--- config.mk ---
export PLATFORM = sky130hd
export DESIGN_NAME = pipe_hazard_ctrl_flat
export DESIGN_NICKNAME = d
export VERILOG_FILES = /design/src/rtl/pipe_hazard_ctrl_pkg.sv /design/src/rtl/pipe_hazard_ctrl_if.sv /design/src/rtl/pipe_hazard_ctrl_hazard_cmp.sv /design/src/rtl/pipe_hazard_ctrl.sv /design/src/flat_wrapper.sv
export SDC_FILE = /design/constraint.sdc
export NUM_CORES = 1
export LEC_CHECK = 0
export CAP_MARGIN = 5
export CELL_PAD_IN_SITES_DETAIL_PLACEMENT = 1
export CELL_PAD_IN_SITES_GLOBAL_PLACEMENT = 2
export CORE_MARGIN = 10
export CORE_UTILIZATION = 29
export DETAILED_ROUTE_END_ITERATION = 7
export PLACE_DENSITY = 0.85
export RECOVER_POWER = 25
export SETUP_SLACK_MARGIN = 0.02
export SYNTH_ARGS = -nofsm -noshare
export SYNTH_HDL_FRONTEND = slang
export SYNTH_SLANG_ARGS = --single-unit
--- constraint.sdc ---
create_clock -name CLK -period 3.8 [get_ports CLK]
set_input_delay 0.95 -clock CLK [delete_from_list [all_inputs] [get_ports CLK]]
set_output_delay 0.95 -clock CLK [all_outputs]
set_load 0.02 [all_outputs]
--- src/rtl/pipe_hazard_ctrl_pkg.sv ---
// Shared pipeline-control constants: sequencer state encoding, write-back
// select for loads, and the NOP control pattern used by the pipeline registers.
package pipe_ctrl_pkg;

  typedef enum logic [1:0] {
    ST_RUN      = 2'b00,
    ST_LD_STALL = 2'b01,
    ST_MEM_WAIT = 2'b10
  } state_e;

  localparam logic [1:0] LOAD_SEL     = 2'b01;
  localparam logic [4:0] OP_ALU_PASSB = 5'b10011;
  localparam logic       S_MXSE_NOP   = 1'b1;

endpackage

--- src/rtl/pipe_hazard_ctrl_if.sv ---
// Bundle between the pipeline datapath and the hazard sequencer.
// Handshake: DM_READY=1 in a cycle means the EX/MEM memory access completes
// in that cycle; the sequencer holds the front end (EN_*=0) until it does.
interface pipe_hazard_ctrl_if #(
  parameter int REG_AW = 4,
  parameter int CNT_W  = 16
);
  logic [REG_AW-1:0] ID_RA;
  logic [REG_AW-1:0] ID_RB;
  logic              ID_USE_A;
  logic              ID_USE_B;
  logic [REG_AW-1:0] EX_WC;
  logic              EX_W_RB;
  logic [1:0]        EX_S_MXRB;
  logic              EX_W_DM;
  logic              DM_READY;
  logic              BR_TAKEN;
  logic              EN_PC;
  logic              EN_IFID;
  logic              EN_IDEX;
  logic              FLUSH_IFID;
  logic              BUBBLE_IDEX;
  logic [1:0]        STATE;
  logic [CNT_W-1:0]  STALL_COUNT;
  logic              MEM_TO_ERR;

  modport master (
    output ID_RA, ID_RB, ID_USE_A, ID_USE_B, EX_WC, EX_W_RB, EX_S_MXRB,
           EX_W_DM, DM_READY, BR_TAKEN,
    input  EN_PC, EN_IFID, EN_IDEX, FLUSH_IFID, BUBBLE_IDEX, STATE,
           STALL_COUNT, MEM_TO_ERR
  );

  modport slave (
    input  ID_RA, ID_RB, ID_USE_A, ID_USE_B, EX_WC, EX_W_RB, EX_S_MXRB,
           EX_W_DM, DM_READY, BR_TAKEN,
    output EN_PC, EN_IFID, EN_IDEX, FLUSH_IFID, BUBBLE_IDEX, STATE,
           STALL_COUNT, MEM_TO_ERR
  );
endinterface

--- src/rtl/pipe_hazard_ctrl_hazard_cmp.sv ---
// Combinational detector: memory operation in EX/MEM and load-use dependency
// between the EX/MEM load destination and the ID-stage sources.
module hazard_cmp
  import pipe_ctrl_pkg::*;
#(
  parameter int REG_AW = 4
) (
  input  logic [REG_AW-1:0] i_id_ra,
  input  logic [REG_AW-1:0] i_id_rb,
  input  logic              i_id_use_a,
  input  logic              i_id_use_b,
  input  logic [REG_AW-1:0] i_ex_wc,
  input  logic              i_ex_w_rb,
  input  logic [1:0]        i_ex_s_mxrb,
  input  logic              i_ex_w_dm,
  output logic              o_mem_op,
  output logic              o_ld_use
);
  logic w_is_load;
  logic w_hit_a;
  logic w_hit_b;

  assign w_is_load = i_ex_w_rb & (i_ex_s_mxrb == LOAD_SEL);
  assign w_hit_a   = i_id_use_a & (i_id_ra == i_ex_wc);
  assign w_hit_b   = i_id_use_b & (i_id_rb == i_ex_wc);
  assign o_mem_op  = i_ex_w_dm | w_is_load;
  assign o_ld_use  = w_is_load & (w_hit_a | w_hit_b);
endmodule

--- src/rtl/pipe_hazard_ctrl.sv ---
// Front-end sequencer: stalls on memory waits, bubbles on load-use hazards,
// flushes on taken branches. Control outputs are Mealy on state and inputs.
module pipe_hazard_ctrl
  import pipe_ctrl_pkg::*;
#(
  parameter int REG_AW      = 4,
  parameter int LOAD_LAT    = 1,
  parameter int MEM_TIMEOUT = 15,
  parameter int CNT_W       = 16
) (
  input  logic              CLK,
  input  logic              RESET_N,
  pipe_hazard_ctrl_if.slave bus
);
  localparam bit       LD_MULTI  = (LOAD_LAT > 1);
  localparam bit [2:0] LD_LAST   = 3'(LOAD_LAT - 1);
  localparam bit [7:0] WAIT_LAST = 8'(MEM_TIMEOUT);

  state_e           r_state;
  logic             r_run;
  logic [2:0]       r_ld_cnt;
  logic [7:0]       r_wait_cnt;
  logic [CNT_W-1:0] r_stall_cnt;
  logic             r_mem_err;

  state_e     w_state_nxt;
  logic [2:0] w_ld_cnt_nxt;
  logic [7:0] w_wait_cnt_nxt;
  logic       w_set_err;
  logic       w_mem_op;
  logic       w_ld_use;
  logic       w_en_pc;
  logic       w_en_ifid;
  logic       w_en_idex;
  logic       w_flush;
  logic       w_bubble;

  hazard_cmp #(.REG_AW(REG_AW)) u_cmp (
    .i_id_ra     (bus.ID_RA),
    .i_id_rb     (bus.ID_RB),
    .i_id_use_a  (bus.ID_USE_A),
    .i_id_use_b  (bus.ID_USE_B),
    .i_ex_wc     (bus.EX_WC),
    .i_ex_w_rb   (bus.EX_W_RB),
    .i_ex_s_mxrb (bus.EX_S_MXRB),
    .i_ex_w_dm   (bus.EX_W_DM),
    .o_mem_op    (w_mem_op),
    .o_ld_use    (w_ld_use)
  );

  always_comb begin
    w_en_pc        = 1'b1;
    w_en_ifid      = 1'b1;
    w_en_idex      = 1'b1;
    w_flush        = 1'b0;
    w_bubble       = 1'b0;
    w_state_nxt    = r_state;
    w_ld_cnt_nxt   = r_ld_cnt;
    w_wait_cnt_nxt = r_wait_cnt;
    w_set_err      = 1'b0;
    // r_run is cleared asynchronously, so this also covers the reset window
    // and the cycle between deassertion and the first clock edge.
    if (!r_run) begin
      w_en_pc   = 1'b0;
      w_en_ifid = 1'b0;
      w_en_idex = 1'b0;
      w_flush   = 1'b1;
      w_bubble  = 1'b1;
    end else begin
      case (r_state)
        ST_RUN: begin
          if (w_mem_op && !bus.DM_READY) begin
            w_en_pc        = 1'b0;
            w_en_ifid      = 1'b0;
            w_en_idex      = 1'b0;
            w_state_nxt    = ST_MEM_WAIT;
            w_wait_cnt_nxt = 8'd1;
          end else if (bus.BR_TAKEN) begin
            w_flush  = 1'b1;
            w_bubble = 1'b1;
          end else if (w_ld_use) begin
            w_en_pc   = 1'b0;
            w_en_ifid = 1'b0;
            w_bubble  = 1'b1;
            if (LD_MULTI) begin
              w_state_nxt  = ST_LD_STALL;
              w_ld_cnt_nxt = 3'd1;
            end
          end
        end
        ST_LD_STALL: begin
          if (bus.BR_TAKEN) begin
            w_flush     = 1'b1;
            w_bubble    = 1'b1;
            w_state_nxt = ST_RUN;
          end else begin
            w_en_pc      = 1'b0;
            w_en_ifid    = 1'b0;
            w_bubble     = 1'b1;
            w_ld_cnt_nxt = r_ld_cnt + 3'd1;
            if (r_ld_cnt == LD_LAST) w_state_nxt = ST_RUN;
          end
        end
        ST_MEM_WAIT: begin
          if (bus.DM_READY) begin
            // The completing load may still feed the ID instruction.
            w_state_nxt = ST_RUN;
            if (w_ld_use) begin
              w_en_pc   = 1'b0;
              w_en_ifid = 1'b0;
              w_bubble  = 1'b1;
              if (LD_MULTI) begin
                w_state_nxt  = ST_LD_STALL;
                w_ld_cnt_nxt = 3'd1;
              end
            end
          end else if (r_wait_cnt == WAIT_LAST) begin
            w_set_err   = 1'b1;
            w_state_nxt = ST_RUN;
          end else begin
            w_en_pc        = 1'b0;
            w_en_ifid      = 1'b0;
            w_en_idex      = 1'b0;
            w_wait_cnt_nxt = r_wait_cnt + 8'd1;
          end
        end
        default: w_state_nxt = ST_RUN;
      endcase
    end
  end

  always_ff @(posedge CLK or negedge RESET_N) begin
    if (!RESET_N) begin
      r_state     <= ST_RUN;
      r_run       <= 1'b0;
      r_ld_cnt    <= 3'd0;
      r_wait_cnt  <= 8'd0;
      r_stall_cnt <= '0;
      r_mem_err   <= 1'b0;
    end else begin
      r_run      <= 1'b1;
      r_state    <= w_state_nxt;
      r_ld_cnt   <= w_ld_cnt_nxt;
      r_wait_cnt <= w_wait_cnt_nxt;
      if (w_set_err) r_mem_err <= 1'b1;
      if (r_run && !w_en_pc && (r_stall_cnt != '1))
        r_stall_cnt <= r_stall_cnt + CNT_W'(1);
    end
  end

  assign bus.EN_PC       = w_en_pc;
  assign bus.EN_IFID     = w_en_ifid;
  assign bus.EN_IDEX     = w_en_idex;
  assign bus.FLUSH_IFID  = w_flush;
  assign bus.BUBBLE_IDEX = w_bubble;
  assign bus.STATE       = r_state;
  assign bus.STALL_COUNT = r_stall_cnt;
  assign bus.MEM_TO_ERR  = r_mem_err;
endmodule

--- src/flat_wrapper.sv ---
// flat-port wrapper written by rule: the top's interface ports become plain ports
module pipe_hazard_ctrl_flat import pipe_ctrl_pkg::*;
#(
  parameter int REG_AW      = 4,
  parameter int LOAD_LAT    = 1,
  parameter int MEM_TIMEOUT = 15,
  parameter int CNT_W       = 16
)
  (CLK, RESET_N, bus_ID_RA, bus_ID_RB, bus_ID_USE_A, bus_ID_USE_B, bus_EX_WC, bus_EX_W_RB, bus_EX_S_MXRB, bus_EX_W_DM, bus_DM_READY, bus_BR_TAKEN, bus_EN_PC, bus_EN_IFID, bus_EN_IDEX, bus_FLUSH_IFID, bus_BUBBLE_IDEX, bus_STATE, bus_STALL_COUNT, bus_MEM_TO_ERR);
  pipe_hazard_ctrl_if #(.REG_AW(REG_AW), .CNT_W(CNT_W)) bus_i ();
  input  logic CLK;
  input  logic RESET_N;
  input wire logic [$bits(bus_i.ID_RA)-1:0] bus_ID_RA;
  input wire logic [$bits(bus_i.ID_RB)-1:0] bus_ID_RB;
  input wire logic [$bits(bus_i.ID_USE_A)-1:0] bus_ID_USE_A;
  input wire logic [$bits(bus_i.ID_USE_B)-1:0] bus_ID_USE_B;
  input wire logic [$bits(bus_i.EX_WC)-1:0] bus_EX_WC;
  input wire logic [$bits(bus_i.EX_W_RB)-1:0] bus_EX_W_RB;
  input wire logic [$bits(bus_i.EX_S_MXRB)-1:0] bus_EX_S_MXRB;
  input wire logic [$bits(bus_i.EX_W_DM)-1:0] bus_EX_W_DM;
  input wire logic [$bits(bus_i.DM_READY)-1:0] bus_DM_READY;
  input wire logic [$bits(bus_i.BR_TAKEN)-1:0] bus_BR_TAKEN;
  output wire logic [$bits(bus_i.EN_PC)-1:0] bus_EN_PC;
  output wire logic [$bits(bus_i.EN_IFID)-1:0] bus_EN_IFID;
  output wire logic [$bits(bus_i.EN_IDEX)-1:0] bus_EN_IDEX;
  output wire logic [$bits(bus_i.FLUSH_IFID)-1:0] bus_FLUSH_IFID;
  output wire logic [$bits(bus_i.BUBBLE_IDEX)-1:0] bus_BUBBLE_IDEX;
  output wire logic [$bits(bus_i.STATE)-1:0] bus_STATE;
  output wire logic [$bits(bus_i.STALL_COUNT)-1:0] bus_STALL_COUNT;
  output wire logic [$bits(bus_i.MEM_TO_ERR)-1:0] bus_MEM_TO_ERR;
  assign bus_i.ID_RA = bus_ID_RA;
  assign bus_i.ID_RB = bus_ID_RB;
  assign bus_i.ID_USE_A = bus_ID_USE_A;
  assign bus_i.ID_USE_B = bus_ID_USE_B;
  assign bus_i.EX_WC = bus_EX_WC;
  assign bus_i.EX_W_RB = bus_EX_W_RB;
  assign bus_i.EX_S_MXRB = bus_EX_S_MXRB;
  assign bus_i.EX_W_DM = bus_EX_W_DM;
  assign bus_i.DM_READY = bus_DM_READY;
  assign bus_i.BR_TAKEN = bus_BR_TAKEN;
  assign bus_EN_PC = bus_i.EN_PC;
  assign bus_EN_IFID = bus_i.EN_IFID;
  assign bus_EN_IDEX = bus_i.EN_IDEX;
  assign bus_FLUSH_IFID = bus_i.FLUSH_IFID;
  assign bus_BUBBLE_IDEX = bus_i.BUBBLE_IDEX;
  assign bus_STATE = bus_i.STATE;
  assign bus_STALL_COUNT = bus_i.STALL_COUNT;
  assign bus_MEM_TO_ERR = bus_i.MEM_TO_ERR;
  pipe_hazard_ctrl #(.REG_AW(REG_AW), .LOAD_LAT(LOAD_LAT), .MEM_TIMEOUT(MEM_TIMEOUT), .CNT_W(CNT_W)) u_core (.CLK(CLK), .RESET_N(RESET_N), .bus(bus_i));
endmodule
After elaboration in Yosys (flattened, before gate mapping)
Index checks and enable logic that the tools add are counted.
Storage, ports and cells
  word-level logic and storage cells: 73
  output and inout port bits: 24
  register bits after elaboration: 31
  bits of input ports: 22
Cells by class
  eq/ne operators: 12
  $add $sub $neg: 3
  reduce and logical (&&, ||, !) cells: 11
  bitwise gates (word level): 7
  multiplexer cells: 34
Operator list (number)
  $mux W8: 3
  $mux W1: 20
  $add A16 B1 Y16 const B: 1
  $ne A16 B16 Y1 const B: 1
  $pmux W8 S2: 1
  $mux W2: 5
  $add A8 B1 Y8 const B: 1
  $eq A4 B4 Y1: 2
  $eq A8 B4 Y1 const B: 1
  $ne A3 B2 Y1 const B: 2
  $pmux W1 S3: 2
  $pmux W2 S3: 1
  $reduce_and A5 Y1: 1
  $and A1 B1 Y1: 4
  $eq A2 B1 Y1 const B: 2
  $ne A2 B2 Y1 const B: 2
  $pmux W1 S2: 2
  $reduce_and A4 Y1: 1
  $add A3 B1 Y3 const B: 1
  $logic_and A1 B1 Y1: 3
  $logic_not A3 Y1: 1
  $reduce_and A3 Y1: 1
  $eq A2 B2 Y1 const B: 1
  $logic_not A1 Y1: 2
  5 further kinds: 6

Logic depth before layout (Yosys ltp)
  depth after elaboration: 12
  depth in mapped cells: 9
  depth with buffers taken out: 7

By module
Synthesis repeated with hierarchy kept, for this count alone.
Second synthesis, totals
  cells, all modules: 165
  area total of the unflattened synthesis: 1579.0 µm²
By module, submodules not included
  pipe_hazard_ctrl: area an instance 1466.4 µm², times used 1, sequential area each 675.6 µm², cells an instance 150
  hazard_cmp: area an instance 112.6 µm², times used 1, sequential area each 0.0 µm², cells an instance 15

Worst setup path after synthesis
OpenSTA, ideal clock, no wires.
  path type: input -> output
  from: in bus_EX_W_RB
  to: out bus_EN_PC
  stages on the path: 8
  path buffers: 2
  setup slack: 192 ps
  data required time: 2850 ps
  data arrival time: 2658 ps
  path through: and3b_1 > or3_1 > nor2b_4 > nor3_4 > buf_6 > nor2_1 > nor2_1 > buf_4
On the way
  longest elaborated chain between the ends: 7
  elaborated cells between the ends (all ways): 10
  those cells by class: mux: 6; bitwise: 3; reduce/logical: 1
Ends and longest elaborated chain
  start, declared: RTL line flat_wrapper.sv:18  | input wire logic [$bits(bus_i.EX_W_RB)-1:0] bus_EX_W_RB;
  $and A1 B1 Y1 (*): RTL line pipe_hazard_ctrl_hazard_cmp.sv:23  | assign w_is_load = i_ex_w_rb & (i_ex_s_mxrb == LOAD_SEL);
  $and A1 B1 Y1: RTL line pipe_hazard_ctrl_hazard_cmp.sv:27  | assign o_ld_use = w_is_load & (w_hit_a | w_hit_b);
  $mux W1 (3 in series)
  $pmux W1 S3 (*)
  $mux W1 (*)
  end, declared: RTL line flat_wrapper.sv:23  | output wire logic [$bits(bus_i.EN_PC)-1:0] bus_EN_PC;
Every way passes the cells marked *; elsewhere a longest branch is shown, timed or not.

Worst setup path in the final report
  from: in bus_EX_S_MXRB[1]
  to: out bus_EN_IFID
On the way
  longest elaborated chain between the ends: 8
  elaborated cells between the ends (all ways): 11
  those cells by class: eq/ne: 1; mux: 6; bitwise: 3; reduce/logical: 1
Ends and longest elaborated chain
  start, declared: RTL line flat_wrapper.sv:19  | input wire logic [$bits(bus_i.EX_S_MXRB)-1:0] bus_EX_S_MXRB;
  $eq A2 B1 Y1 (*): RTL line pipe_hazard_ctrl_hazard_cmp.sv:23
  $and A1 B1 Y1 (*): RTL line pipe_hazard_ctrl_hazard_cmp.sv:23
  $and A1 B1 Y1: RTL line pipe_hazard_ctrl_hazard_cmp.sv:27
  $mux W1: RTL line pipe_hazard_ctrl.sv:81, pipe_hazard_ctrl.sv:108
  $mux W1: RTL line pipe_hazard_ctrl.sv:78  | end else if (bus.BR_TAKEN) begin
  $mux W1: RTL line pipe_hazard_ctrl.sv:72  | if (w_mem_op && !bus.DM_READY) begin
  $pmux W1 S3 (*): RTL line pipe_hazard_ctrl.sv:70  | case (r_state)
  $mux W1 (*): RTL line pipe_hazard_ctrl.sv:63  | if (!r_run) begin
  end, declared: RTL line flat_wrapper.sv:24  | output wire logic [$bits(bus_i.EN_IFID)-1:0] bus_EN_IFID;
Marks and branches as above.

==> results.cfg <==
[power_and_ir_drop]
power.switching_mw = 0.322
p_sw_frac = 0.363
p_leak_nw = 0.950
ir_worst_vdd_mv = 0.326
p_comb_frac = 0.344
p_int_mw = 0.565
p_seq_frac = 0.459
pwr_density_cell_nw_per_um2 = 400
power_mw = 0.886
power_frac_clock = 0.197

[layout]
drive_above_1_share = 0.141
area_growth_pct = 35.9
fill_cells = 658
antenna_cells = 0
nets = 238
fin_area_um2 = 2220

[synth]
synth_cell_type_count = 36
syn_inst = 162
synth_top_area_cell = dfrtp_1
async_reset_ff_frac = 1.00
synth_nets = 186
ys.flop_type = dfrtp_1
synth_top_area_share = 0.414
synthTopCellsByArea = dfrtp_1, xor2_1, nor4_2
syn_area_um2 = 1630
syn_avg_cell_area_um2 = 10.1
synth_warnings = 0
seq_area_frac_synth = 0.414
synth_edf_count = 0
ys_ff_latch = 27

[critical_path]
worst-path-max-fanout = 2
cp_data_arrival_time_ns = 2.64
critical_path_required_ns = 2.85
setup.worst_path.end_class = output pin
startpoint_type = input port
crit_type = input port to output pin

[die]
die_area_um2 = 9030
ios = 46
die_w_um = 95.0
num_rows = 27
die_h_um = 95.0
core_um2 = 5470
start_util = 0.298

[cts]
cts.sinks = 27
cts_tree = yes
post-cts-setup-buffers = 0
ctsHoldBuffers = 0
path_clk_slew_ns = 0.10
insertion_delay_ns = 0.28
cts_made_buffers = 3
cts_resized = 4
clockBufferDepth = 2
cts-htree-levels = 1
root_buffer = clkbuf_8

[run]
drv_cap = 0

[placement]
io_buffers = 44
pre_cts_ws_ns = -0.249
dp_hpwl_mm = 3.58
globalplace.congestion = 0.719
placed_area_um2 = 2180

[sta]
max_slew_margin = 0.00255
fin_tns_setup_ns = 0
period_needed_ns = 3.59
fin_crit_sh = 0.946
layout_setup_ws_ns = 0.207
fmax_ghz = 0.278
maxSlewViolCount = 0
finalHoldViolations = 0
setup_viol = 0
fin_hold_ws_ns = 0.471
fin_skew_ns = 0.00543
tightest_slew_ns = 1.50
rsz0062_at_grt = no

[grt]
grt-ovfl-total = 0
antenna_found_initial = 0
grt_max_degree = 28
grt_pass1_wl_mm = 7.62
grt.total_usage = 0.105
grt_pass1_vias = 1463

[hold_path]
min_path_type = flip-flop to flip-flop

[routing]
drt_iter0_drc = 31
via_per_inst = 4.78
avgRoutedWirePerCell_um = 15.9
vias = 1362
detail-route-antenna-nets = 0
finalWirelength_mm = 4.53
drcViolationCount = 0
first_pass_iters = 4

[status]
run_status = complete, no violations
synthesized netlist by cell type (all sizes together) (3+ instances only):
cell	n
nor3	6
a21o	3
nand2	17
dfrtp	27
xnor2	8
inv	3
buf	6
nand4	8
and3	6
xor2	20
nor4	13
o21ai	5
nand3	6
nor2	15
path summary, 6_finish.rpt:
path,cells after the start,slack [ns],endpoint,from
max,8,0.21,bus_EN_IFID,bus_EX_S_MXRB[1]
min,1,0.47,u_core.bus.MEM_TO_ERR$_DFFE_PN0P_,u_core.bus.MEM_TO_ERR$_DFFE_PN0P_
max reg2reg,7,1.65,u_core.r_wait_cnt[7]$_DFFE_PN0P_,u_core.r_wait_cnt[0]$_DFFE_PN0P_
min reg2reg,1,0.47,u_core.bus.MEM_TO_ERR$_DFFE_PN0P_,u_core.bus.MEM_TO_ERR$_DFFE_PN0P_
max in group asynchronous,2,1.38,u_core.r_wait_cnt[2]$_DFFE_PN0P_,RESET_N
min in group asynchronous,2,1.55,u_core.r_wait_cnt[7]$_DFFE_PN0P_,RESET_N
worst max-delay path, stage by stage:
cell and delay [ns]:
clkdlybuf4s50_1 0.47, and3b_1 0.19, or3_1 0.32, nor2b_4 0.15
nor3_4 0.18, nor2_1 0.06, nor2_1 0.13, clkbuf_2 0.19
per-stage QoR:
stage,utilization,cells
2_1_floorplan,-,162
3_3_place_gp,0.399,281
3_5_place_dp,0.399,281
4_1_cts,0.407,285
5_1_grt,0.405,285
6_report,0.405,285
cell families (layout without fill, tap and decap cells):
kind of cell | Yosys count | after routing | synth area share
and+or+nand+nor | 80 | 80 | 0.312
buffers and inverters | 9 | 60 | 0.0360
muxes | 1 | 1 | 0.00690
xor gates and xnor gates | 28 | 28 | 0.150
DFF | 27 | 27 | 0.414
adders and majority gates | 2 | 2 | 0.0153
AOI/OAI and AO/OA | 13 | 13 | 0.0613
other | 2 | 2 | 0.00460
cells in the final DEF (no fill, tap or decap), types with 2 or more instances in the layout:
| cell type | instances |
|---|---|
| clkdlybuf4s50_1 | 38 |
| inv_1 | 2 |
| nor4_1 | 6 |
| clkbuf_2 | 2 |
| dlygate4sd2_1 | 2 |
| nand3_1 | 6 |
| clkbuf_8 | 3 |
| nand4_1 | 8 |
| and3_1 | 6 |
| nor4_2 | 7 |
| xnor2_1 | 8 |
| a21o_1 | 3 |
| ha_1 | 2 |
| o21ai_0 | 4 |
| buf_4 | 8 |
| a21oi_1 | 2 |
| dfrtp_1 | 27 |
| conb_1 | 2 |
| nor2_1 | 15 |
| nor3_4 | 3 |
| or3_1 | 2 |
| nand2_1 | 17 |
| xor2_1 | 20 |
| nor3_1 | 2 |
flip-flops by register name (all words and copies together), names as in the netlist:
| signal | flops |
|---|---|
| u_core.bus.STATE | 1 |
| u_core.r_run | 1 |
| u_core.bus.STALL_COUNT | 16 |
| u_core.bus.MEM_TO_ERR | 1 |
| u_core.r_wait_cnt | 8 |
cell type report:
type / count / area (µm²) / area share
Timing Repair Buffer: 53 / 494 / 0.223
Tap cell: 72 / 90.1 / 0.0406
Clock buffer: 3 / 41.3 / 0.0186
Sequential cell: 27 / 676 / 0.305
Clock inverter: 1 / 7.51 / 0.00338
Multi-Input combinational cell: 126 / 898 / 0.405
Inverter: 3 / 11.3 / 0.00508
power by group through the flow:
stage               clock [mW]  sequential, mW  combinational, mW
finish                   0.174           0.407              0.305
global route             0.194           0.420              0.336
CTS                      0.180           0.407              0.312
detailed placement           0           0.412              0.312
global placement             0           0.412              0.309
floorplan                    0           0.447              0.115
metal layers:
| layer | vias up | routed length (µm) | global-route usage |
|---|---|---|---|
| li1 | 668 | - | - |
| met1 | 674 | 1980 | 0.131 |
| met2 | 17 | 2290 | 0.176 |
| met3 | 3 | 223 | 0.0306 |
| met4 | 0 | 32 | 0.0224 |
| met5 | - | 0 | 0 |
Power figures use the tool's default switching activity.
